**src/rtl/dvp_pkg.sv**
```systemverilog
// rtl/dvp_pkg.sv - shared FSM states, byte-order constant and timing helpers for the DVP transmitter
package dvp_pkg;

  typedef enum logic [2:0] {
    ST_IDLE   = 3'd0,
    ST_VSYNC  = 3'd1,
    ST_VBP    = 3'd2,
    ST_ACTIVE = 3'd3,
    ST_VFP    = 3'd4
  } dvp_state_e;

  // RGB565 goes out high byte first: even h_cnt = pix[15:8], odd h_cnt = pix[7:0].
  localparam bit RGB565_MSB_FIRST = 1'b1;

  function automatic int line_len(input int hdisp, input int hblank);
    return 2 * hdisp + hblank;
  endfunction

  function automatic int frame_len(input int hdisp, input int hblank, input int vsync_lines,
                                   input int vbp_lines, input int vdisp, input int vfp_lines);
    return line_len(hdisp, hblank) * (vsync_lines + vbp_lines + vdisp + vfp_lines);
  endfunction

  function automatic int max_int(input int a, input int b);
    return (a > b) ? a : b;
  endfunction

endpackage

```
**src/rtl/dvp_frame_tx_if.sv**
```systemverilog
// rtl/dvp_frame_tx_if.sv - upstream pixel handshake, DVP output bus and frame status signals
// master: the transmitter (drives pix_req, dvp_*, frame_*, busy); slave: its environment.
interface dvp_frame_tx_if;
  logic        enable;
  logic        pix_req;
  logic [15:0] pix_data;
  logic        dvp_vsync;
  logic        dvp_href;
  logic [7:0]  dvp_data;
  logic        frame_start;
  logic        frame_done;
  logic        busy;

  modport master (
    input  enable, pix_data,
    output pix_req, dvp_vsync, dvp_href, dvp_data, frame_start, frame_done, busy
  );

  modport slave (
    output enable, pix_data,
    input  pix_req, dvp_vsync, dvp_href, dvp_data, frame_start, frame_done, busy
  );
endinterface

```
**src/rtl/dvp_line_timer.sv**
```systemverilog
// rtl/dvp_line_timer.sv - horizontal counter with end-of-line strobe and href/pix_req phase decode
// Ports: clk, rst_n (async active-low), i_run (count while high, else hold 0),
//        o_sol/o_eol (first/last cycle of line), o_odd (low byte slot), o_href_ph (active byte slot),
//        o_req_in (pixel needed 2 cycles later in this line), o_req_early (first pixel of next line).
module dvp_line_timer
  import dvp_pkg::*;
#(
  parameter int HDISP  = 640,
  parameter int HBLANK = 16
) (
  input  logic clk,
  input  logic rst_n,
  input  logic i_run,
  output logic o_sol,
  output logic o_eol,
  output logic o_odd,
  output logic o_href_ph,
  output logic o_req_in,
  output logic o_req_early
);
  localparam int LINE_LEN = line_len(HDISP, HBLANK);
  localparam int HW       = $clog2(LINE_LEN);

  logic [HW-1:0] r_h;

  always_ff @(posedge clk or negedge rst_n) begin
    if (!rst_n) begin
      r_h <= '0;
    end else if (!i_run || o_eol) begin
      r_h <= '0;
    end else begin
      r_h <= r_h + 1'b1;
    end
  end

  assign o_sol       = (r_h == '0);
  assign o_eol       = (int'(r_h) == LINE_LEN - 1);
  assign o_odd       = r_h[0];
  assign o_href_ph   = (int'(r_h) < 2 * HDISP);
  // Request lead of 2: one cycle for the output register, one for upstream latency.
  assign o_req_in    = !r_h[0] && (int'(r_h) + 2 < 2 * HDISP);
  assign o_req_early = (int'(r_h) == LINE_LEN - 2);
endmodule

```
**src/rtl/dvp_frame_tx.sv**
```systemverilog
// rtl/dvp_frame_tx.sv - DVP frame transmitter: RGB565 pixels out as an 8-bit vsync/href byte stream
// Ports: clk, rst_n (async active-low); bus (dvp_frame_tx_if.master): enable level, pix_req/pix_data
//        upstream fetch, dvp_vsync/dvp_href/dvp_data video, frame_start/frame_done/busy status.
module dvp_frame_tx
  import dvp_pkg::*;
#(
  parameter logic [9:0] IMG_HDISP   = 10'd640,
  parameter logic [9:0] IMG_VDISP   = 10'd480,
  parameter int         H_BLANK     = 16,
  parameter int         VSYNC_LINES = 4,
  parameter int         VBP_LINES   = 16,
  parameter int         VFP_LINES   = 8
) (
  input  logic           clk,
  input  logic           rst_n,
  dvp_frame_tx_if.master bus
);
  localparam int HDISP = int'(IMG_HDISP);
  localparam int VDISP = int'(IMG_VDISP);
  localparam int VMAX  = max_int(max_int(VSYNC_LINES, VBP_LINES), max_int(VDISP, VFP_LINES));
  localparam int VW    = $clog2(VMAX + 1);

  localparam logic [2:0] S_IDLE   = ST_IDLE;
  localparam logic [2:0] S_VSYNC  = ST_VSYNC;
  localparam logic [2:0] S_VBP    = ST_VBP;
  localparam logic [2:0] S_ACTIVE = ST_ACTIVE;
  localparam logic [2:0] S_VFP    = ST_VFP;

  logic [2:0]    r_state;
  logic [VW-1:0] r_v;
  logic [VW-1:0] w_lines_m1;
  logic          w_last_line;
  logic          w_sol, w_eol, w_odd, w_href_ph, w_req_in, w_req_early;
  logic          w_active;

  logic          r_vsync, r_href, r_req, r_fstart, r_fdone, r_busy;
  logic [7:0]    r_data;
  logic [15:0]   r_pix;

  dvp_line_timer #(
    .HDISP  (HDISP),
    .HBLANK (H_BLANK)
  ) u_line_timer (
    .clk         (clk),
    .rst_n       (rst_n),
    .i_run       (r_state != S_IDLE),
    .o_sol       (w_sol),
    .o_eol       (w_eol),
    .o_odd       (w_odd),
    .o_href_ph   (w_href_ph),
    .o_req_in    (w_req_in),
    .o_req_early (w_req_early)
  );

  always_comb begin
    w_lines_m1 = '0;
    case (r_state)
      S_VSYNC:  w_lines_m1 = VW'(VSYNC_LINES - 1);
      S_VBP:    w_lines_m1 = VW'(VBP_LINES - 1);
      S_ACTIVE: w_lines_m1 = VW'(VDISP - 1);
      S_VFP:    w_lines_m1 = VW'(VFP_LINES - 1);
      default:  w_lines_m1 = '0;
    endcase
  end

  assign w_last_line = (r_v == w_lines_m1);
  assign w_active    = (r_state == S_ACTIVE);

  // enable is only looked at in IDLE and on the final VFP cycle, so frames always run to completion.
  always_ff @(posedge clk or negedge rst_n) begin
    if (!rst_n) begin
      r_state <= S_IDLE;
      r_v     <= '0;
    end else if (r_state == S_IDLE) begin
      r_v <= '0;
      if (bus.enable) r_state <= S_VSYNC;
    end else if (w_eol) begin
      if (w_last_line) begin
        r_v <= '0;
        case (r_state)
          S_VSYNC:  r_state <= S_VBP;
          S_VBP:    r_state <= S_ACTIVE;
          S_ACTIVE: r_state <= S_VFP;
          S_VFP:    r_state <= bus.enable ? S_VSYNC : S_IDLE;
          default:  r_state <= S_IDLE;
        endcase
      end else begin
        r_v <= r_v + 1'b1;
      end
    end
  end

  // Counters lead the registered outputs by one cycle; every output is a decode of the counters.
  always_ff @(posedge clk or negedge rst_n) begin
    if (!rst_n) begin
      r_vsync  <= 1'b0;
      r_href   <= 1'b0;
      r_req    <= 1'b0;
      r_fstart <= 1'b0;
      r_fdone  <= 1'b0;
      r_busy   <= 1'b0;
      r_data   <= 8'h00;
      r_pix    <= 16'h0000;
    end else begin
      r_vsync  <= (r_state == S_VSYNC);
      r_busy   <= (r_state != S_IDLE);
      r_fstart <= (r_state == S_VSYNC) && (r_v == '0) && w_sol;
      r_fdone  <= (r_state == S_VFP) && w_last_line && w_eol;
      // The next line is active after the last VBP line and after every ACTIVE line but the last.
      r_req    <= (w_active && w_req_in) ||
                  (w_req_early && (((r_state == S_VBP) && w_last_line) || (w_active && !w_last_line)));
      r_href   <= w_active && w_href_ph;
      if (w_active && w_href_ph) begin
        if (!w_odd) begin
          // pix_data is valid now, one cycle after its request; hold it for the second byte.
          r_pix  <= bus.pix_data;
          r_data <= RGB565_MSB_FIRST ? bus.pix_data[15:8] : bus.pix_data[7:0];
        end else begin
          r_data <= RGB565_MSB_FIRST ? r_pix[7:0] : r_pix[15:8];
        end
      end else begin
        r_data <= 8'h00;
      end
    end
  end

  assign bus.dvp_vsync   = r_vsync;
  assign bus.dvp_href    = r_href;
  assign bus.dvp_data    = r_data;
  assign bus.pix_req     = r_req;
  assign bus.frame_start = r_fstart;
  assign bus.frame_done  = r_fdone;
  assign bus.busy        = r_busy;
endmodule

```
**src/flat_wrapper.sv**
```systemverilog
// flat-port wrapper written by rule: the top's interface ports become plain ports
module dvp_frame_tx_flat import dvp_pkg::*;
#(
  parameter logic [9:0] IMG_HDISP   = 10'd640,
  parameter logic [9:0] IMG_VDISP   = 10'd480,
  parameter int         H_BLANK     = 16,
  parameter int         VSYNC_LINES = 4,
  parameter int         VBP_LINES   = 16,
  parameter int         VFP_LINES   = 8
)
  (clk, rst_n, bus_enable, bus_pix_data, bus_pix_req, bus_dvp_vsync, bus_dvp_href, bus_dvp_data, bus_frame_start, bus_frame_done, bus_busy);
  dvp_frame_tx_if bus_i ();
  input  logic clk;
  input  logic rst_n;
  input wire logic [$bits(bus_i.enable)-1:0] bus_enable;
  input wire logic [$bits(bus_i.pix_data)-1:0] bus_pix_data;
  output wire logic [$bits(bus_i.pix_req)-1:0] bus_pix_req;
  output wire logic [$bits(bus_i.dvp_vsync)-1:0] bus_dvp_vsync;
  output wire logic [$bits(bus_i.dvp_href)-1:0] bus_dvp_href;
  output wire logic [$bits(bus_i.dvp_data)-1:0] bus_dvp_data;
  output wire logic [$bits(bus_i.frame_start)-1:0] bus_frame_start;
  output wire logic [$bits(bus_i.frame_done)-1:0] bus_frame_done;
  output wire logic [$bits(bus_i.busy)-1:0] bus_busy;
  assign bus_i.enable = bus_enable;
  assign bus_i.pix_data = bus_pix_data;
  assign bus_pix_req = bus_i.pix_req;
  assign bus_dvp_vsync = bus_i.dvp_vsync;
  assign bus_dvp_href = bus_i.dvp_href;
  assign bus_dvp_data = bus_i.dvp_data;
  assign bus_frame_start = bus_i.frame_start;
  assign bus_frame_done = bus_i.frame_done;
  assign bus_busy = bus_i.busy;
  dvp_frame_tx #(.IMG_HDISP(IMG_HDISP), .IMG_VDISP(IMG_VDISP), .H_BLANK(H_BLANK), .VSYNC_LINES(VSYNC_LINES), .VBP_LINES(VBP_LINES), .VFP_LINES(VFP_LINES)) u_core (.clk(clk), .rst_n(rst_n), .bus(bus_i));
endmodule
```
**config.mk**
```make
export PLATFORM = sky130hd
export DESIGN_NAME = dvp_frame_tx_flat
export DESIGN_NICKNAME = d
export VERILOG_FILES = /design/src/rtl/dvp_pkg.sv /design/src/rtl/dvp_frame_tx_if.sv /design/src/rtl/dvp_line_timer.sv /design/src/rtl/dvp_frame_tx.sv /design/src/flat_wrapper.sv
export SDC_FILE = /design/constraint.sdc
export NUM_CORES = 1
export LEC_CHECK = 0
export CORE_ASPECT_RATIO = 0.6
export CORE_UTILIZATION = 34
export CTS_CLUSTER_DIAMETER = 150
export CTS_CLUSTER_SIZE = 8
export DETAILED_ROUTE_END_ITERATION = 7
export PLACE_DENSITY = 0.67
export SYNTH_ARGS = -nofsm -noshare
export SYNTH_HDL_FRONTEND = slang
export SYNTH_HIERARCHICAL = 1
export SYNTH_SLANG_ARGS = --single-unit
```
**constraint.sdc**
```tcl
create_clock -name clk -period 2.2 [get_ports clk]
set_input_delay 0.55 -clock clk [delete_from_list [all_inputs] [get_ports clk]]
set_output_delay 0.55 -clock clk [all_outputs]
set_load 0.02 [all_outputs]
```
======== Word level (Yosys, flattened, before mapping) ========
Index checks and enable logic that the tools add are counted.
cells by class
  add/subtract/negate cells ............... 3
  $lt $le $gt $ge ......................... 2
  equal/unequal tests ..................... 8
  mux-type cells .......................... 13
  bitwise logic cells ..................... 1
  reductions and logical operators ........ 24
operators with widths
  operator                                                      count
  case mux 9 bit (4 select lines)                               1
  two-way mux 9 bit                                             3
  equality test 11 bit, second input constant                   2
  two-way mux 8 bit                                             2
  adder 11 x 2 -> 12 bit, second input constant                 1
  less-than comparator 12 x 11 -> 1 bit, second input constant  1
  two-way mux 3 bit                                             4
  case mux 3 bit (4 select lines)                               1
  adder 11 x 1 -> 11 bit, second input constant                 1
  zero test 11 bit                                              1
  less-than comparator 11 bit, second input constant            1
  two-way mux 11 bit                                            1
  logical AND 1 bit                                             10
  adder 9 x 1 -> 9 bit, second input constant                   1
  equality test 9 bit                                           1
  zero test 9 bit                                               1
  equality test 3 x 2 -> 1 bit, second input constant           2
  nonzero test 2 bit                                            2
  equality test 3 x 1 -> 1 bit, second input constant           1
  equality test 3 bit, second input constant                    1
  zero test 1 bit                                               3
  zero test 3 bit                                               1
  logical OR 1 bit                                              3
  AND reduction 3 bit                                           1
  5 further kinds                                               5
storage, ports and cells
  register bits ........................... 45
  input port bits ......................... 19
  output and inout port bits .............. 14
  logic and storage cells ................. 62

======== Logic depth before layout (Yosys ltp) ========
Gate-level depths: netlist of run 1.
  depth in word-level cells ............... 8
  depth in mapped cells ................... 8

======== Hierarchy ========
Netlist of run 1, hierarchy kept.
by module, submodules not included
  module          instances  cells an instance  area an instance (sq um)
  dvp_frame_tx    1          154                1662.8
  dvp_line_timer  1          68                 628.1

======== Worst setup path before layout of run 1 ========
Ideal clock, no wire load.
  path kind ............................... reg-to-reg
  start ................................... register u_core.u_line_timer.r_h[5]
  end ..................................... register u_core.r_state[2]
  library setup time ...................... 0.128 ns
  arrival time ............................ 2.151 ns
  data required time ...................... 2.072 ns
  slack ................................... -0.078 ns
  stages on the path, launching flop included .. 7
  path buffers ............................ 0
  clock period less this slack ............ 2.278 ns
  cell sequence ........................... dfrtp_1 or4_4 nor3_1 inv_1 a2111oi_2 nand2_1 mux2_1
on the way
  longest elaborated chain between the ends .. 3
RTL lines
  item                           RTL line              source
  start, declared                dvp_line_timer.sv:24  logic [HW-1:0] r_h;
  start signal, assigned         dvp_line_timer.sv:32  r_h <= r_h + 1'b1;
  equality test 11 bit           dvp_line_timer.sv:37  assign o_eol = (int'(r_h) == LINE_LEN - 1);
  via u_core.w_eol               dvp_frame_tx.sv:33    logic w_sol, w_eol, w_odd, w_href_ph, w_req_in, w_req_early;
  nonzero test 2 bit (no line)   n/a
  AND reduction 3 bit (no line)  n/a
  end signal, assigned           dvp_frame_tx.sv:84    S_VFP: r_state <= bus.enable ? S_VSYNC : S_IDLE;
  end, declared                  dvp_frame_tx.sv:29    logic [2:0] r_state;
The timed path passes the listed nets, and every way through them passes these cells.
A chain may end at the register's enable or synchronous reset.

======== Worst setup path in the final report of run 1 ========
  start ................................... register u_core.r_v[7]
  end ..................................... register u_core.r_req (netlist: u_core/bus.pix_req)
on the way
  longest elaborated chain between the ends .. 6
  elaborated cells between the ends (all ways) .. 7
  classes of those cells .................. 1 x eq/ne; 6 x reduce/logical
RTL lines
  item                     RTL line             source
  start, declared          dvp_frame_tx.sv:30   logic [VW-1:0] r_v;
  start signal, assigned   dvp_frame_tx.sv:88   r_v <= r_v + 1'b1;
  equality test 9 bit (*)  dvp_frame_tx.sv:66   assign w_last_line = (r_v == w_lines_m1);
  zero test 1 bit          dvp_frame_tx.sv:111  (w_req_early && (((r_state == S_VBP) && w_last_line) || (w_active && !w_last_line)));
  logical AND 1 bit        dvp_frame_tx.sv:111
  logical OR 1 bit (*)     dvp_frame_tx.sv:111
  logical AND 1 bit (*)    dvp_frame_tx.sv:111
  logical OR 1 bit (*)     dvp_frame_tx.sv:110  r_req <= (w_active && w_req_in) ||
  end signal, assigned     dvp_frame_tx.sv:110
  end, declared            dvp_frame_tx.sv:36   logic r_vsync, r_href, r_req, r_fstart, r_fdone, r_busy;
Every way passes the cells marked *; elsewhere a longest branch is shown, timed or not.

==> results of run 1 <==
==> how the worst max path moves through the flow <==
stage                                    start               endpoint  slack (ps)  cells after the start
finish                           u_core/r_v[7]     u_core/bus.pix_req          80                      5
global route                     u_core/r_v[4]     u_core/bus.pix_req          10                      5
CTS                 u_core/u_line_timer/r_h[5]          u_core/r_v[8]          30                      8
detailed placement           u_core/r_state[2]  u_core/bus.frame_done          20                      8
global placement             u_core/r_state[2]  u_core/bus.frame_done          80                      8
floorplan           u_core/u_line_timer/r_h[5]      u_core/r_state[2]           9                      6
==> report_power, final <==
group          internal (W)  leakage (nW)  switching, W  total (W)
Clock              0.000341        0.0554      0.000288   0.000629
Sequential         0.000826         0.597             0   0.000826
Combinational     0.0000295         0.778     0.0000210  0.0000505
==> metal layers <==
layer	vias up	track usage (%)	wire length, microns
li1	919	-	-
met1	951	25.37	2835
met2	77	25.32	2263
met3	8	5.258	507
met4	0	4.623	61
met5	-	0	0
==> cells in the final DEF, fill, tap and decap left out, types with 2 or more instances in the layout <==
| master | count |
|---|---|
| a211oi_1 | 2 |
| a21oi_1 | 12 |
| a31oi_1 | 2 |
| and3_1 | 7 |
| and4_1 | 2 |
| buf_4 | 29 |
| clkbuf_8 | 5 |
| clkdlybuf4s50_1 | 31 |
| dfrtp_1 | 44 |
| ha_1 | 5 |
| inv_1 | 11 |
| inv_2 | 2 |
| mux2_2 | 8 |
| mux2i_1 | 8 |
| nand2_1 | 14 |
| nand2b_1 | 3 |
| nand3_1 | 10 |
| nand3b_1 | 3 |
| nand4_1 | 3 |
| nor2_1 | 20 |
| nor3_1 | 2 |
| nor3_4 | 2 |
| nor4_1 | 2 |
| o211ai_1 | 5 |
| o21ai_0 | 9 |
| o31ai_1 | 3 |
| or3_1 | 4 |
| or4_1 | 3 |
| xnor2_1 | 4 |
| xor2_1 | 5 |
==> registers in the layout, summed over array words and instances (netlist names) <==
register / flops
u_core/u_line_timer/r_h: 11
u_core/r_v: 9
u_core/bus.dvp_data: 8
u_core/r_pix: 8
u_core/r_state: 3
u_core/bus.busy: 1
u_core/bus.dvp_href: 1
u_core/bus.dvp_vsync: 1
u_core/bus.frame_done: 1
u_core/bus.frame_start: 1
u_core/bus.pix_req: 1
==> worst reg2reg max path: stages, from the launching register on <==
cell and delay [ps]:
dfrtp_1 430, or3_1 350, mux2_4 310, a211o_4 320, or4_1 470, a31oi_1 160
==> cell type report <==
| type | instances | area, sq um |
|---|---|---|
| Multi-Input combinational cell | 156 | 1130 |
| Tap cell | 84 | 105.1 |
| Timing Repair Buffer | 62 | 544.3 |
| Inverter | 13 | 48.80 |
| Fill cell | 603 | 3237 |
| Clock inverter | 2 | 38.79 |
| Clock buffer | 6 | 72.57 |
| Sequential cell | 45 | 1127 |
==> kinds of logic (layout without fill, tap and decap cells) <==
family | after synthesis | after routing | share of synthesized area (%)
simple gates | 81 | 81 | 19.17
xor+xnor | 9 | 9 | 3.440
fa+ha+maj | 5 | 5 | 2.731
buf+inv | 21 | 83 | 3.659
compound gates | 43 | 43 | 13.27
mux | 18 | 18 | 8.575
flops | 45 | 45 | 49.15
==> stage by stage <==
| stage | hold slack [ps] | cell area, sq um | std cells |
|---|---|---|---|
| final | 174.0 | 3067 | 368 |
| after global routing | 193.6 | 3067 | 368 |
| after CTS | 190.6 | 3009 | 366 |
| after detailed placement | 499.7 | 2884 | 357 |
| after global placement | 488.9 | 2884 | 357 |
| after floorplan | 254.4 | 2296 | 222 |
==> timing repair <==
action | CTS | global route
resized for setup | 1 | 8
pin swaps | 0 | 4
buffers inserted | 1 | 2
setup endpoints to repair | 2 | 11
==> synth_stat cells, types with 4 or more instances <==
cell type / instances
or3_1: 4
xor2_1: 5
o21ai_0: 9
clkbuf_1: 4
mux2i_1: 8
inv_1: 12
xnor2_1: 4
ha_1: 5
o211ai_1: 5
and3_1: 7
nand2_1: 14
nor2_1: 20
mux2_2: 8
dfrtp_1: 45
a21oi_1: 12
nand3_1: 10
buf_2: 4
==> flow_summary.toml, run 1 <==
[outcome]
run_status = "finished, final reports clean"

[yosys]
synthCells = 222
synth_sequential_area_ratio_pct = 49.15
yosys.cell_types.count = 46
yosysTopAreaCell = "dfrtp_1"
synth.ff_latch_count = 45
yosysTopAreaCellShare_pct = 49.15
synthesis.nets = 246
mean_instance_size_in_the_synthesized_netlist_sq_um = 10.32
postSynth.asyncResetShare_pct = 100.0
synth_top_cells_by_area = "dfrtp_1 49%, mux2_2 3.9%, mux2i_1 3.5%, nor2_1 3.3%, ha_1 2.7%"
number_of_enable_type_register_cells_in_the_synthesized_netlist = 0
synth_area_sq_um = 2291
ys_dominant_reg_cell = "dfrtp_1"
synth_warn = 6

[die]
die-area_sq_um = 7081
die-height_microns = 65.59
io_pins = 33
rows = 22
floorplan.die.width_microns = 108.0
core_area_sq_um = 6304
start_util_pct = 36.34

[detailed_routing]
wl_per_cell_microns = 15.40
post-route-drc-count = 0
vias = 1955
detail_route.vias_per_cell = 5.313
drt_iter0_drc = 114
antenna_left = 0
drt_pass1_iterations = 4
wirelength_microns = 5668

[global_route]
grtUsageTotal_pct = 17.60
largest_net_degree_at_the_start_of_global_routing = 20
antenna_violations_before_repair = 0
number_of_global_route_vias_before_repair = 1937
grt.overflow.total = 0
global_route_wire_length_before_repair_microns = 9363

[sta]
worst_slack_setup_final_ps = 75.99
setup_viol = 0
max_freq_ghz = 0.4708
final-max-slew-violation-count = 0
fin_skew_ps = 10.70
grt_setup_unrepaired = "false"
layout_worst_path_cycle_share_pct = 96.55
tightestPinTransition_ps = 630.9
timing.final.hold_violations = 0
finalSetupTns_ps = 0
maxSlewHeadroom_pct = 57.50
final.min_clock_period_ps = 2124

[worst_setup_path]
crit_family = "simple AND/OR/NAND/NOR gates"
rr_startpoint = "u_core/r_v[7]"
total_buffers_and_inverters_traversed_by_the_critical_path = 0
r2r_setup_slack_ps = 80
critical_path.slowest_cell = "or4_1"
slowest_delay_ps = 470
crit_chain = "or3_1, mux2_4, a211o_4, or4_1, a31oi_1"
arrival_ps = 2340
worst_ep_required_time_ps = 2420
critPathLaunchType = "register"
path_max_fanout = 8
worst-r2r-cell-count = 5
rr_endpoint = "u_core/bus.pix_req"
worstSetupPathType = "register to register"
endpoint_type_of_the_worst_setup_path = "register"

[clocking]
holdBufCountCts = 0
cts_tree = "yes"
worst_skew_pair.late_latency_ps = 300
cts.sinks = 45
cts.clk_slew.worst_paths_ps = 90
cts_htree_levels = 2
clockBufferDepth = 2
clock-root-buffer = "clkbuf_8"
numCtsBuffers = 5

[power]
power.density_nw_per_um2 = 491.1
total_power_w = 0.001506
worst_ir_drop_vdd_mv = 0.2404
leakagePower_nw = 1.430

[layout]
antenna_cells = 0
layout.nets = 307
final_core_utilization_pct = 48.65
layout-area-overhead-vs-synth_pct = 33.86
drive_gt1_share_pct = 21.83

[placement]
finalWeightedCongestion = 0.8673
place_ws_ps = 20.62
port_buffers = 32
place.detailed.hpwl_microns = 4222

[run]
maxCapViolCount = 0

[min_path]
timing.hold.worst.class = "primary input to asynchronous set/reset pin"
No activity file was read; power rests on OpenSTA's default activity.
==> inputs of run 2 (changes only) <==
CORE_UTILIZATION = 48   (was 34)
PLACE_DENSITY = 0.86   (was 0.67)
SYNTH_HIERARCHICAL = unset   (was 1)
==> run 2 against run 1 <==
Against the previous run: the run now ends with setup timing left; synthesized cell count is 4.5% lower; sequential share of layout area up 0.92 points; first-iteration DRC count is 9.6% higher; global-route usage is 5.2 points higher; core utilization grew 22 points; sequential cell count stayed put; count of clock-buffer cells in the layout fell by 1; area after synthesis down 3.2%; sequential power rose by 14%; clock power rose by 16%.
==> flow_summary.toml, run 2 <==
[outcome]
run_status = "finished with violations"
violations = "setup timing"

[sta]
layout_worst_path_cycle_share_pct = 100.3
grt_setup_unrepaired = "true"
timing.final.hold_violations = 0
fin_skew_ps = 3.988
tightestPinTransition_ps = 552.8
setup_viol = 2
max_freq_ghz = 0.4534
final-max-slew-violation-count = 0
worst_slack_setup_final_ps = -5.707
maxSlewHeadroom_pct = 63.15
final.min_clock_period_ps = 2206

[worst_setup_path]
worst_ep_required_time_ps = 2390
r2r_setup_slack_ps = -6
rr_startpoint = "u_core.u_line_timer.r_h[6]"
worstSetupPathType = "register to register"
path_max_fanout = 4
critPathLaunchType = "register"
endpoint_type_of_the_worst_setup_path = "register"
arrival_ps = 2400
worst-r2r-cell-count = 4
rr_endpoint = "u_core.r_state[1]"

[global_route]
antenna_violations_before_repair = 0
global_route_wire_length_before_repair_microns = 8321
number_of_global_route_vias_before_repair = 1690
grtUsageTotal_pct = 22.76
largest_net_degree_at_the_start_of_global_routing = 26
grt.overflow.total = 0

[yosys]
simple_gate_fraction_of_synth_area_pct = 22.17
synth_top_family_by_area = "simple AND/OR/NAND/NOR gates"
synthesis.nets = 236
number_of_enable_type_register_cells_in_the_synthesized_netlist = 0
mean_instance_size_in_the_synthesized_netlist_sq_um = 10.46
synth.ff_latch_count = 45
postSynth.asyncResetShare_pct = 100.0
synth.top_cells.by_count = "45 x dfrtp_1, 21 x nor2_1, 12 x nand3_1, 12 x xor2_1"
ys_dominant_reg_cell = "dfrtp_1"
synth-adder-area-share_pct = 2.820
synth_most_common_cell = "dfrtp_1"
post_synth_xor_area_fraction_pct = 5.527
yosysTopAreaCell = "dfrtp_1"
synth_top_cells_by_area = "dfrtp_1 51%, xor2_1 4.7%, mux2_2 4.6%, mux2i_1 4.1%, nor2_1 3.6%"
yosys.cell_types.count = 40
synth_sequential_area_ratio_pct = 50.76
synthCells = 212
synthMuxAreaShare_pct = 8.629
yosysTopAreaCellShare_pct = 50.76
synth_area_sq_um = 2218
synth_warn = 0
synth_compound_gate_area_share_pct = 6.373

[detailed_routing]
wl_per_cell_microns = 15.77
vias = 1853
antenna_left = 0
wirelength_microns = 5266
drt_pass1_iterations = 4
post-route-drc-count = 0
drt_iter0_drc = 125
detail_route.vias_per_cell = 5.548

[placement]
port_buffers = 32
finalWeightedCongestion = 0.9634
dp.cells = 323
dpl_cell_area_sq_um = 2800
place.detailed.hpwl_microns = 3772

[layout]
antenna_cells = 0
final_cell_count_no_fill = 334
final_common_cell = "dfrtp_1"
top_regs = "u_core.u_line_timer.r_h: 11 flops, u_core.r_v: 9 flops"
layout.nets = 297
layout-area-overhead-vs-synth_pct = 35.03
layout_common_cells = "43 x dfrtp_1, 32 x buf_4, 31 x clkdlybuf4s50_1, 21 x nor2_1, 12 x xor2_1"
post-route-cell-area_sq_um = 2995
largest_register_ff_count = 11
multi_input_comb_area_sq_um = 1052
register_ranked_first_by_flip_flop_count = "u_core.u_line_timer.r_h"
sequential_cell_area_sq_um = 1129
drive_gt1_share_pct = 23.36
final.fill_count = 295

[die]
io_pins = 33
start_util_pct = 52.12
rows = 18
core_area_sq_um = 4257
die-area_sq_um = 4907
die-height_microns = 54.66
floorplan.die.width_microns = 89.77

[power]
worst_ir_drop_vdd_mv = 0.4311
power.density_nw_per_um2 = 708.2
leakagePower_nw = 1.369

[clocking]
numCtsBuffers = 5
worst_skew_pair.late_latency_ps = 300
cts_htree_levels = 2
clock-root-buffer = "clkbuf_8"
cts_tree = "yes"
cts.clk_slew.worst_paths_ps = 80
clockBufferDepth = 2
cts.sinks = 45

[run]
maxCapViolCount = 0

[min_path]
timing.hold.worst.class = "primary input to asynchronous set/reset pin"
-- run 2: layout make-up --
cell class | count | area share [%]
flip-flops and latches | 45 | 37.68
multi-input cells | 148 | 35.13
repair buffers | 65 | 19.21
well taps | 60 | 2.506
clock buffers | 5 | 2.297
clock inverters | 3 | 2.172
inverters | 8 | 1.003
-- run 2: what timing repair did --
action	4_1_cts	5_1_grt
pin swaps	3	10
buffers inserted	2	2
hold buffers	0	0
gates resized for setup	1	9
setup endpoints to repair	1	4
-- run 2: layer usage --
metal,vias up,GRT usage (%),part of all wire [%]
met3,14,5.972,10
met4,0,8.743,2.1
met2,86,35.38,43
li1,875,-,-
met5,-,0,0
met1,878,31.12,44
-- run 2: worst max-delay path, stage by stage (launching register included) --
cell     delay (ps)
dfrtp_1         390
or4_4           570
or3_4           410
or4_1           510
a22o_1          210
-- run 2: worst max-delay path by stage --
stage	startpoint	to	slack [ps]	cells past startpoint
floorplan	u_core.r_v[6]	u_core.r_state[1]	-9	6
global placement	u_core.r_v[6]	u_core.r_state[0]	10	5
detailed placement	u_core.r_v[6]	u_core.r_state[0]	-40	5
CTS	u_core.r_state[1]	u_core.r_state[1]	3	6
global route	u_core.r_state[0]	u_core.r_state[0]	-50	6
finish	u_core.u_line_timer.r_h[6]	u_core.r_state[1]	-6	4
-- run 2: kinds of logic (layout without fill, tap and decap cells) --
family / Yosys count / after routing
xor+xnor: 14 / 14
compound gates: 22 / 22
simple gates: 89 / 89
flops: 45 / 45
mux: 18 / 18
buf+inv: 19 / 81
fa+ha+maj: 5 / 5
-- run 2: through the flow --
step | total power [W] | worst slack, ps | utilization, % | setup TNS [ps] | hold WS [ps]
finish | 0.002121 | -5.707 | 70.37 | -10.58 | 204.3
floorplan | 0.001186 | -9.373 | - | -9.373 | 254.4
CTS | 0.002119 | 2.742 | 69.37 | 0 | 223.9
global route | 0.002216 | -50.50 | 70.37 | -84.13 | 240.8
detailed placement | 0.001386 | -40.84 | 65.78 | -40.84 | 495.7
global placement | 0.001369 | 10.59 | 65.78 | 0 | 492.0
-- run 2: where the power goes --
| group | internal (W) | leakage (nW) | switching [W] |
|---|---|---|---|
| Sequential | 0.000883 | 0.605 | 0.0000573 |
| Combinational | 0.000223 | 0.695 | 0.000228 |
| Clock | 0.000451 | 0.0681 | 0.000279 |
